**config.mk**
```make
export PLATFORM = sky130hd
export DESIGN_NAME = color_unhash
export DESIGN_NICKNAME = d
export VERILOG_FILES = /design/src/rtl/color_unhash.sv
export SDC_FILE = /design/constraint.sdc
export NUM_CORES = 1
export LEC_CHECK = 0
export BUFFER_PORTS_ARGS = -buffer_cell sky130_fd_sc_hd__buf_2
export CAP_MARGIN = 40
export CORE_AREA = 10 10 67 97
export DETAILED_ROUTE_END_ITERATION = 8
export DIE_AREA = 0 0 77 107
export GPL_TIMING_DRIVEN = 0
export PLACE_DENSITY_LB_ADDON = 0.2
export SYNTH_ARGS = -nofsm -noshare
export SYNTH_HDL_FRONTEND = slang
export SYNTH_SLANG_ARGS = --single-unit
```
**constraint.sdc**
```tcl
create_clock -name clk -period 3.2 [get_ports clk]
set_input_delay 0.48 -clock clk [delete_from_list [all_inputs] [get_ports clk]]
set_output_delay 0.48 -clock clk [all_outputs]
set_load 0.01 [all_outputs]
```
**src/rtl/color_unhash.sv**
```systemverilog
// color_unhash: recovers the 5-bit gradient level from an RGB444 colour.
// Two-stage valid/ready pipeline with decaying peak-hold and error count.
module color_unhash #(
  parameter logic [15:0] DECAY_CYCLES = 16'd50000
) (
  input  logic        clk,
  input  logic        rst_n,
  input  logic        in_valid,
  output logic        in_ready,
  input  logic [11:0] in_color,
  output logic        out_valid,
  input  logic        out_ready,
  output logic [4:0]  out_level,
  output logic        out_enable,
  output logic        out_err,
  input  logic        clear,
  output logic [4:0]  peak_level,
  output logic [7:0]  err_count
);

  logic        s1_valid_q, s1_valid_d;
  logic [11:0] s1_color_q, s1_color_d;
  logic        s2_valid_q, s2_valid_d;
  logic [4:0]  s2_level_q, s2_level_d;
  logic        s2_enable_q, s2_enable_d;
  logic        s2_err_q, s2_err_d;
  logic [4:0]  peak_q, peak_d;
  logic [15:0] timer_q, timer_d;
  logic [7:0]  err_cnt_q, err_cnt_d;

  logic       s1_adv, s2_adv, deliver;
  logic [3:0] r, g, b;
  logic       is_black, on_hi, on_lo;
  logic [4:0] dec_level;
  logic       dec_en, dec_err;

  assign s2_adv  = !s2_valid_q | out_ready;
  assign s1_adv  = !s1_valid_q | s2_adv;
  assign deliver = s2_valid_q & out_ready;

  assign r = s1_color_q[11:8];
  assign g = s1_color_q[7:4];
  assign b = s1_color_q[3:0];

  // Mutually exclusive classes; 12'hFF0 falls in on_hi and decodes to 16.
  assign is_black = (s1_color_q == 12'h000);
  assign on_hi    = (b == 4'h0) && (g == 4'hF);
  assign on_lo    = (b == 4'h0) && (r == 4'hF) && (g != 4'hF);

  always_comb begin
    dec_level = 5'd0;
    dec_en    = 1'b1;
    dec_err   = 1'b0;
    unique case (1'b1)
      is_black: dec_en    = 1'b0;
      on_hi:    dec_level = 5'd31 - {1'b0, r};
      on_lo:    dec_level = {1'b0, g};
      default:  dec_err   = 1'b1;
    endcase
  end

  always_comb begin
    s1_valid_d  = s1_valid_q;
    s1_color_d  = s1_color_q;
    s2_valid_d  = s2_valid_q;
    s2_level_d  = s2_level_q;
    s2_enable_d = s2_enable_q;
    s2_err_d    = s2_err_q;
    if (s1_adv) begin
      s1_valid_d = in_valid;
      if (in_valid) s1_color_d = in_color;
    end
    if (s2_adv) begin
      s2_valid_d = s1_valid_q;
      if (s1_valid_q) begin
        s2_level_d  = dec_level;
        s2_enable_d = dec_en;
        s2_err_d    = dec_err;
      end
    end
  end

  always_comb begin
    peak_d    = peak_q;
    timer_d   = timer_q;
    err_cnt_d = err_cnt_q;
    if (clear) begin
      peak_d    = 5'd0;
      timer_d   = 16'd0;
      err_cnt_d = 8'd0;
    end else begin
      if (deliver && s2_enable_q && !s2_err_q && (s2_level_q > peak_q)) begin
        peak_d  = s2_level_q;
        timer_d = 16'd0;
      end else if (peak_q != 5'd0) begin
        if (timer_q == DECAY_CYCLES - 16'd1) begin
          peak_d  = peak_q - 5'd1;
          timer_d = 16'd0;
        end else begin
          timer_d = timer_q + 16'd1;
        end
      end else begin
        timer_d = 16'd0;
      end
      if (deliver && s2_err_q && (err_cnt_q != 8'hFF))
        err_cnt_d = err_cnt_q + 8'd1;
    end
  end

  always_ff @(posedge clk or negedge rst_n) begin
    if (!rst_n) begin
      s1_valid_q  <= 1'b0;
      s1_color_q  <= 12'h000;
      s2_valid_q  <= 1'b0;
      s2_level_q  <= 5'd0;
      s2_enable_q <= 1'b0;
      s2_err_q    <= 1'b0;
      peak_q      <= 5'd0;
      timer_q     <= 16'd0;
      err_cnt_q   <= 8'd0;
    end else begin
      s1_valid_q  <= s1_valid_d;
      s1_color_q  <= s1_color_d;
      s2_valid_q  <= s2_valid_d;
      s2_level_q  <= s2_level_d;
      s2_enable_q <= s2_enable_d;
      s2_err_q    <= s2_err_d;
      peak_q      <= peak_d;
      timer_q     <= timer_d;
      err_cnt_q   <= err_cnt_d;
    end
  end

  assign in_ready   = s1_adv;
  assign out_valid  = s2_valid_q;
  assign out_level  = s2_level_q;
  assign out_enable = s2_enable_q;
  assign out_err    = s2_err_q;
  assign peak_level = peak_q;
  assign err_count  = err_cnt_q;

endmodule

```
======== After elaboration in Yosys (flattened, before gate mapping) ========
Index checks and enable logic that the tools add are counted.
word-level totals
  register bits ........................... 50
  output and inout bits ................... 22
operators by class
  add/subtract/negate cells ............... 4
  $lt $le $gt $ge ......................... 1
  equal/unequal tests ..................... 5
  muxes and demuxes ....................... 13
  bitwise gates (word level) .............. 3
  reduce and logical (&&, ||, !) cells .... 21
operators by type and width
  cell                                               count
  2-to-1 mux 16 bit                                  4
  2-to-1 mux 5 bit                                   4
  adder 16 x 1 -> 16 bit (second input constant)     1
  equality test 16 bit (second input constant)       1
  2-to-1 mux 8 bit                                   2
  zero test 12 bit                                   1
  one-hot mux 5 bit (2 select lines)                 1
  adder 8 x 1 -> 8 bit (second input constant)       1
  equality test 4 bit (second input constant)        2
  logical AND 1 bit                                  8
  inequality test 8 bit (second input constant)      1
  AND reduction 2 bit                                3
  nonzero test 3 bit                                 2
  greater-than comparator 5 bit                      1
  nonzero test 5 bit                                 1
  subtractor 5 x 1 -> 5 bit (second input constant)  1
  subtractor 5 x 4 -> 5 bit (first input constant)   1
  zero test 4 bit                                    1
  inequality test 4 bit (second input constant)      1
  zero test 1 bit                                    3
  OR reduction 3 bit                                 1
  2-to-1 mux 1 bit                                   2
  bitwise OR 1 bit                                   2
  nonzero test 2 bit                                 1
  bitwise AND 1 bit                                  1

======== Longest topological paths before layout ========
Gate-level depths: netlist (run 1).
  depth after elaboration ................. 6
  depth in mapped cells ................... 7
  depth with buffers taken out ............ 6

======== Worst setup path before layout (run 1) ========
Ideal clock, no wire load.
  path kind ............................... register -> register
  start ................................... register timer_q[5]
  end ..................................... register peak_q[3], in the netlist peak_level[3]
  library setup time ...................... 0.099 ns
  arrival ................................. 2.173 ns
  required time ........................... 3.101 ns
  slack ................................... 0.928 ns
  stages on the path, launching flop included .. 5
  path buffers ............................ 0
  clock period less this slack ............ 2.272 ns
  cells stage by stage .................... dfrtp_1 or4bb_1 or4_4 or4_1 a311oi_1
on the way
  longest elaborated chain between the ends .. 3
RTL lines
  element                               line  source
  start: declaration                    28    logic [15:0] timer_q, timer_d;
  start signal: assignment              129   timer_q <= timer_d;
  equality test 16 bit                  96    if (timer_q == DECAY_CYCLES - 16'd1) begin
  nonzero test 3 bit (no source line)   --
  AND reduction 2 bit (no source line)  --
  end signal: assignment                128   peak_q <= peak_d;
  end: declaration                      27    logic [4:0] peak_q, peak_d;
Every way passes these cells.
A chain may end at the register's enable or synchronous reset.

======== Worst setup path in the final report (run 1) ========
  start ................................... register timer_q[5]
  end ..................................... register timer_q[6]
on the way
  longest elaborated chain between the ends .. 5
RTL lines
  element                                                                line     source
  adder 16 x 1 -> 16 bit / equality test 16 bit (equally long branches)  100, 96
  2-to-1 mux 16 bit *                                                    96
  2-to-1 mux 16 bit *                                                    95       end else if (peak_q != 5'd0) begin
  2-to-1 mux 16 bit *                                                    92       if (deliver && s2_enable_q && !s2_err_q && (s2_level_q > peak_q)) begin
  2-to-1 mux 16 bit *                                                    87       if (clear) begin
  named net timer_d[6]                                                   28
The timed path passes the listed nets; every way through them passes the cells marked *.

==> results.cfg, run 1 <==
[status]
status = completed

[worst_hold_path]
hp-class = input pin to async pin

[clocking]
clkSinkCount = 50
cts_tree = yes
clockRootBuffer = clkbuf_8
clk_path_buf_depth = 2
cts_setup_buffers = 0
cts_resized = 0
clock_latency_ns = 0.31
ctsHoldBuffers = 0
path_clk_slew_ns = 0.09
cts_max_level = 2
numCtsBuffers = 5

[worst_setup_path]
critPathLaunch = timer_q[5]
end_kind = register
crit_arrival_ns = 2.64
reg2reg_depth = 5
cp_slowest_stage_delay_ns = 0.59
r2r_setup_slack_ns = 0.74
crit_buf_inv = 1
cp-start-kind = register
required_ns = 3.38
reg2reg_from = timer_q[5]
path_delay_family = simple AND/OR/NAND/NOR gates
rr_endpoint = timer_q[6]
crit_slowest_cell = or4_4
crit_type = register to register
critPathMaxFanout = 10
path_cells = or4bb_1 -> or4_4 -> nand3_1 -> clkbuf_1 -> nor3_1

[grt]
antenna_found_initial = 0
grt_max_degree = 31
first_global_vias = 2100
grt_pass1_wl_mm = 9.77
overflow = 0
globalRouteTotalUtil = 0.141

[timing]
worst_pin_slew_ns = 0.751
whs_ns = 0.116
slew_viol_final = 0
timing.fmax_mhz = 406
relSlewSlack = 0.495
hold_viol = 0
setup_tns_ns = 0
clock_skew_ns = 0.00615
grt_setup_unrepaired = false
post-route-min-period_ns = 2.46
fin_crit_sh = 0.769
report.final.setup_viol = 0

[power_and_ir_drop]
intPower_mw = 0.873
power.leakage_nw = 1.26
p_seq_frac = 0.586
p_switching_mw = 0.313
max-vdd-ir-drop_mv = 0.346
netSwitchingFraction = 0.264
clkPwrFrac = 0.311
power_density_nw_per_um2 = 403
pwr-share-comb = 0.103

[synthesis]
synth_ff_type = dfrtp_1
yosysWarningCount = 0
synthMuxAreaShare = 0.0647
synth.top_cells.by_count = dfrtp_1, nand2_1, nor3_1
yosys.area_share.xor_xnor = 0.0511
synth_area_leaders = dfrtp_1, mux2_2, xnor2_1
synth_fp_nets = 273
synth_top_area_share = 0.486
seq_area_frac_synth = 0.486
async_reset_ff_frac = 1.00
syn_area_sq_um = 2570
synth-compound-area-share = 0.119
synth_cell_types = 39
yosys_register_bits = 50
synth-simple-area-share = 0.206
synth_top_family_by_area = simple AND/OR/NAND/NOR gates
synth-adder-area-share = 0.0438
synth-edff-count = 0
synth_top_area_cell = dfrtp_1
yosysMostFrequentCell = dfrtp_1
avgSynthCellArea_sq_um = 10.4
syn_inst = 247

[detailed_routing]
firstDrtPassIters = 4
drc_errors = 0
viasPerCell = 5.69
postRouteWirelength_mm = 5.63
drtIter0Drc = 97
vias = 2043
post_drt_wl_per_cell_um = 15.7
ant_nets = 0

[layout]
layout-area-overhead-vs-synth_pct = 14.6
diodes = 0
nets = 319
layout-drive-gt1-share = 0.208

[die]
rows = 31
initial_utilization = 0.539
ios = 39
die_w_um = 77
die_area_sq_um = 8240
core-area_sq_um = 4770
dieHeight_um = 107

[flow_run]
cap_violations = 0

[placed_design]
io_buffers = 38
place_congestion = 0.843
dp_hpwl_mm = 4.32
-- flip-flops by register name (all words and copies together), names as in the netlist --
register / count
out_level: 5
s1_valid_q: 1
err_count: 8
out_enable: 1
out_err: 1
peak_level: 5
s1_color_q: 12
timer_q: 16
out_valid: 1
-- layer usage --
metal | GRT usage | vias to the layer above | share of wire
li1 | - | 1011 | -
met1 | 0.155 | 979 | 0.41
met2 | 0.254 | 42 | 0.53
met3 | 0.0343 | 11 | 0.045
met4 | 0.0576 | 0 | 0.020
met5 | 0 | - | 0
-- worst register-to-register path, delay by kind of cell (launching register included) --
kind	cells	cell delay (ns)
and+or+nand+nor	4	1.48
DFF	1	0.46
buffers and inverters	1	0.40
-- cell type report --
type | count | area [sq um]
fill | 438 | 1820
sequential | 50 | 1250
multi-input combinational | 177 | 1250
timing repair buffer | 39 | 210
tap | 66 | 82.6
clock buffer | 5 | 68.8
inverter | 14 | 52.6
buffer | 6 | 22.5
clock inverter | 2 | 13.8
-- metrics by stage --
step | worst slack [ns] | total power [mW] | cell area (sq um) | utilization | cells
floorplan | 0.928 | 0.773 | 2570 | - | 247
global placement | 0.783 | 0.823 | 2850 | 0.596 | 351
detailed placement | 0.759 | 0.833 | 2870 | 0.601 | 352
CTS | 0.744 | 1.20 | 2950 | 0.618 | 359
global route | 0.498 | 1.24 | 2950 | 0.618 | 359
finish | 0.738 | 1.19 | 2950 | 0.618 | 359
-- cell families after synthesis --
| kind of cell | Yosys count |
|---|---|
| AO/OA/AOI/OAI | 43 |
| XOR/XNOR | 15 |
| AND/OR/NAND/NOR | 95 |
| buffers and inverters | 20 |
| adder cells (fa/ha/maj) | 9 |
| flip-flops | 50 |
| multiplexers | 15 |
-- placed cells by master (no fill, tap or decap), drive strengths merged, types with 2 or more instances in the layout --
cell,count
a2111oi,2
a211oi,7
a21o,5
a21oi,3
a2bb2oi,4
a311oi,5
a41oi,2
and3,2
and4,3
buf,39
clkbuf,11
dfrtp,50
ha,9
inv,15
mux2,13
mux2i,2
nand2,17
nand2b,4
nand3,14
nand4,6
nor2,10
nor3,16
nor3b,3
nor4,7
o21ai,12
or3,2
or4,4
or4bb,2
xnor2,14
-- how the worst max path moves through the flow --
stage	to	slack, ns	cells past startpoint
floorplan	peak_level[3]	0.93	4
global placement	timer_q[6]	0.78	5
detailed placement	timer_q[6]	0.76	5
CTS	timer_q[6]	0.74	5
global route	timer_q[6]	0.50	7
finish	timer_q[6]	0.74	5
-- power by group through the flow --
stage          Sequential (mW)  Combinational (mW)  Clock, mW
6_report                 0.696               0.123      0.369
5_1_grt                  0.700               0.137      0.401
4_1_cts                  0.695               0.126      0.378
3_5_place_dp             0.708               0.125          0
3_3_place_gp             0.706               0.118          0
2_1_floorplan            0.703              0.0695          0
Power figures use the tool's default switching activity.
==> run 2: changes to the inputs <==
Clock period 3.2 ns to 2.4 ns, I/O delays scaled along.
==> run 2 against run 1 <==
Against the previous run: the flow now finishes with violations (hold timing); register-to-register slack worse by 0.67 ns; sequential power is 33% higher; combinational power is 36% higher; critical path depth is 1 lower; flip-flop and latch count stayed put; fmax is 5.5% higher; worst hold slack worse by 0.12 ns; power is 33% higher; clock skew is 0.00058 ns higher; sequential share of layout area is 1.1 points lower; final area is 2.7% higher; critical endpoint is now peak_level[3].
==> results.cfg, run 2 (same netlist as run 1, synthesis figures left out) <==
[detailed_routing]
ant_nets = 0
drtIter0Drc = 83
post_drt_wl_per_cell_um = 15.8
postRouteWirelength_mm = 5.75
vias = 2077
firstDrtPassIters = 4
viasPerCell = 5.71
drc_errors = 0

[worst_setup_path]
r2r_setup_slack_ns = 0.07
cp_slowest_stage_delay_ns = 0.59
required_ns = 2.63
end_kind = register
path_cells = or4bb_1 -> or4_4 -> or4_4 -> a311oi_2
reg2reg_depth = 4
crit_top_cell = or4_4
critPathMaxFanout = 6
crit_type = register to register
rr_endpoint = peak_level[3]
critPathLaunch = timer_q[12]
crit_slowest_cell = or4_4
cp-start-kind = register
reg2reg_from = timer_q[12]
crit_arrival_ns = 2.56

[timing]
hold_viol = 2
worst_pin_slew_ns = 0.745
report.final.setup_viol = 0
relSlewSlack = 0.499
fin_crit_sh = 0.972
clock_skew_ns = 0.00673
setup_slack_ns = 0.0668
post-route-min-period_ns = 2.33
setup_tns_ns = 0
grt_setup_unrepaired = false
whs_ns = -0.00213
timing.fmax_mhz = 429
slew_viol_final = 0

[placed_design]
dp_hpwl_mm = 4.32
dp_worst_setup_slack_ns = -0.0413
postPlaceCellArea_sq_um = 2870
placed_cells = 352
place_congestion = 0.843
io_buffers = 38

[grt]
globalRouteTotalUtil = 0.142
grt_pass1_wl_mm = 9.79
first_global_vias = 2092
grt_max_degree = 31
antenna_found_initial = 0
overflow = 0

[status]
status = finished with violations
violations = hold timing

[layout]
final_common_cell = dfrtp_1
diodes = 0
layout-area-overhead-vs-synth_pct = 17.7
layout-drive-gt1-share = 0.258
mostFrequentLayoutCells = dfrtp_1, buf_2, nand2_1, nor3_1
n_fill_cell = 433
largest_reg_flops = 16
finish.utilization = 0.635
nets = 324
fin_area_sq_um = 3030
regMostFlops = timer_q
layout.cells.non_filler = 364

[power_and_ir_drop]
pwr-share-comb = 0.106
max-vdd-ir-drop_mv = 0.463
p_switching_mw = 0.418
power_mw = 1.58
clkPwrFrac = 0.309
power_density_nw_per_um2 = 523
intPower_mw = 1.17
power.leakage_nw = 1.30
p_seq_frac = 0.585
netSwitchingFraction = 0.264

[die]
die_w_um = 77
ios = 39
rows = 31
die_area_sq_um = 8240
core-area_sq_um = 4770
initial_utilization = 0.539
dieHeight_um = 107

[clocking]
path_clk_slew_ns = 0.09
ctsHoldBuffers = 0
clkSinkCount = 50
cts_max_level = 2
clk_path_buf_depth = 2
cts_tree = yes
clockRootBuffer = clkbuf_8
numCtsBuffers = 5
clock_latency_ns = 0.31

[worst_hold_path]
hp-class = input pin to async pin

[flow_run]
cap_violations = 0
[run 2: cell type report]
class / count / area [sq um] / share of cell area
clock buffer: 5 / 68.8 / 0.0227
buffer: 6 / 27.5 / 0.00909
timing repair buffer: 44 / 248 / 0.0818
inverter: 14 / 52.6 / 0.0174
clock inverter: 2 / 13.8 / 0.00455
multi-input combinational: 177 / 1280 / 0.424
sequential: 50 / 1250 / 0.414
tap: 66 / 82.6 / 0.0273
[run 2: what timing repair did]
item	in CTS	in global routing
buffers inserted	0	5
resized for setup	4	10
pin swaps	1	6
cloned	0	0
setup endpoints to repair	11	12
[run 2: per-layer routing]
layer | vias up | GRT usage | part of all wire
li1 | 1024 | - | -
met1 | 1005 | 0.157 | 0.41
met2 | 38 | 0.253 | 0.53
met3 | 10 | 0.0343 | 0.041
met4 | 0 | 0.0576 | 0.017
met5 | - | 0 | 0
[run 2: power by group through the flow]
stage,sequential [mW],clock (mW),combinational [mW]
4_1_cts,0.927,0.504,0.168
5_1_grt,0.934,0.535,0.186
3_3_place_gp,0.941,0,0.157
3_5_place_dp,0.944,0,0.167
6_report,0.927,0.490,0.167
2_1_floorplan,0.938,0,0.0927
[run 2: how the worst max path moves through the flow]
stage / slack [ns] / cells past startpoint / end
3_3_place_gp: -0.02 / 5 / timer_q[6]
5_1_grt: 0.02 / 4 / peak_level[3]
6_report: 0.07 / 4 / peak_level[3]
3_5_place_dp: -0.04 / 5 / timer_q[6]
2_1_floorplan: 0.13 / 4 / peak_level[3]
4_1_cts: 0.02 / 4 / peak_level[3]
[run 2: worst max-delay path: cells and delay by family, from the launching register on]
kind            cells  cell delay [ns]
simple gates        3             1.57
flops               1             0.42
compound gates      1             0.26
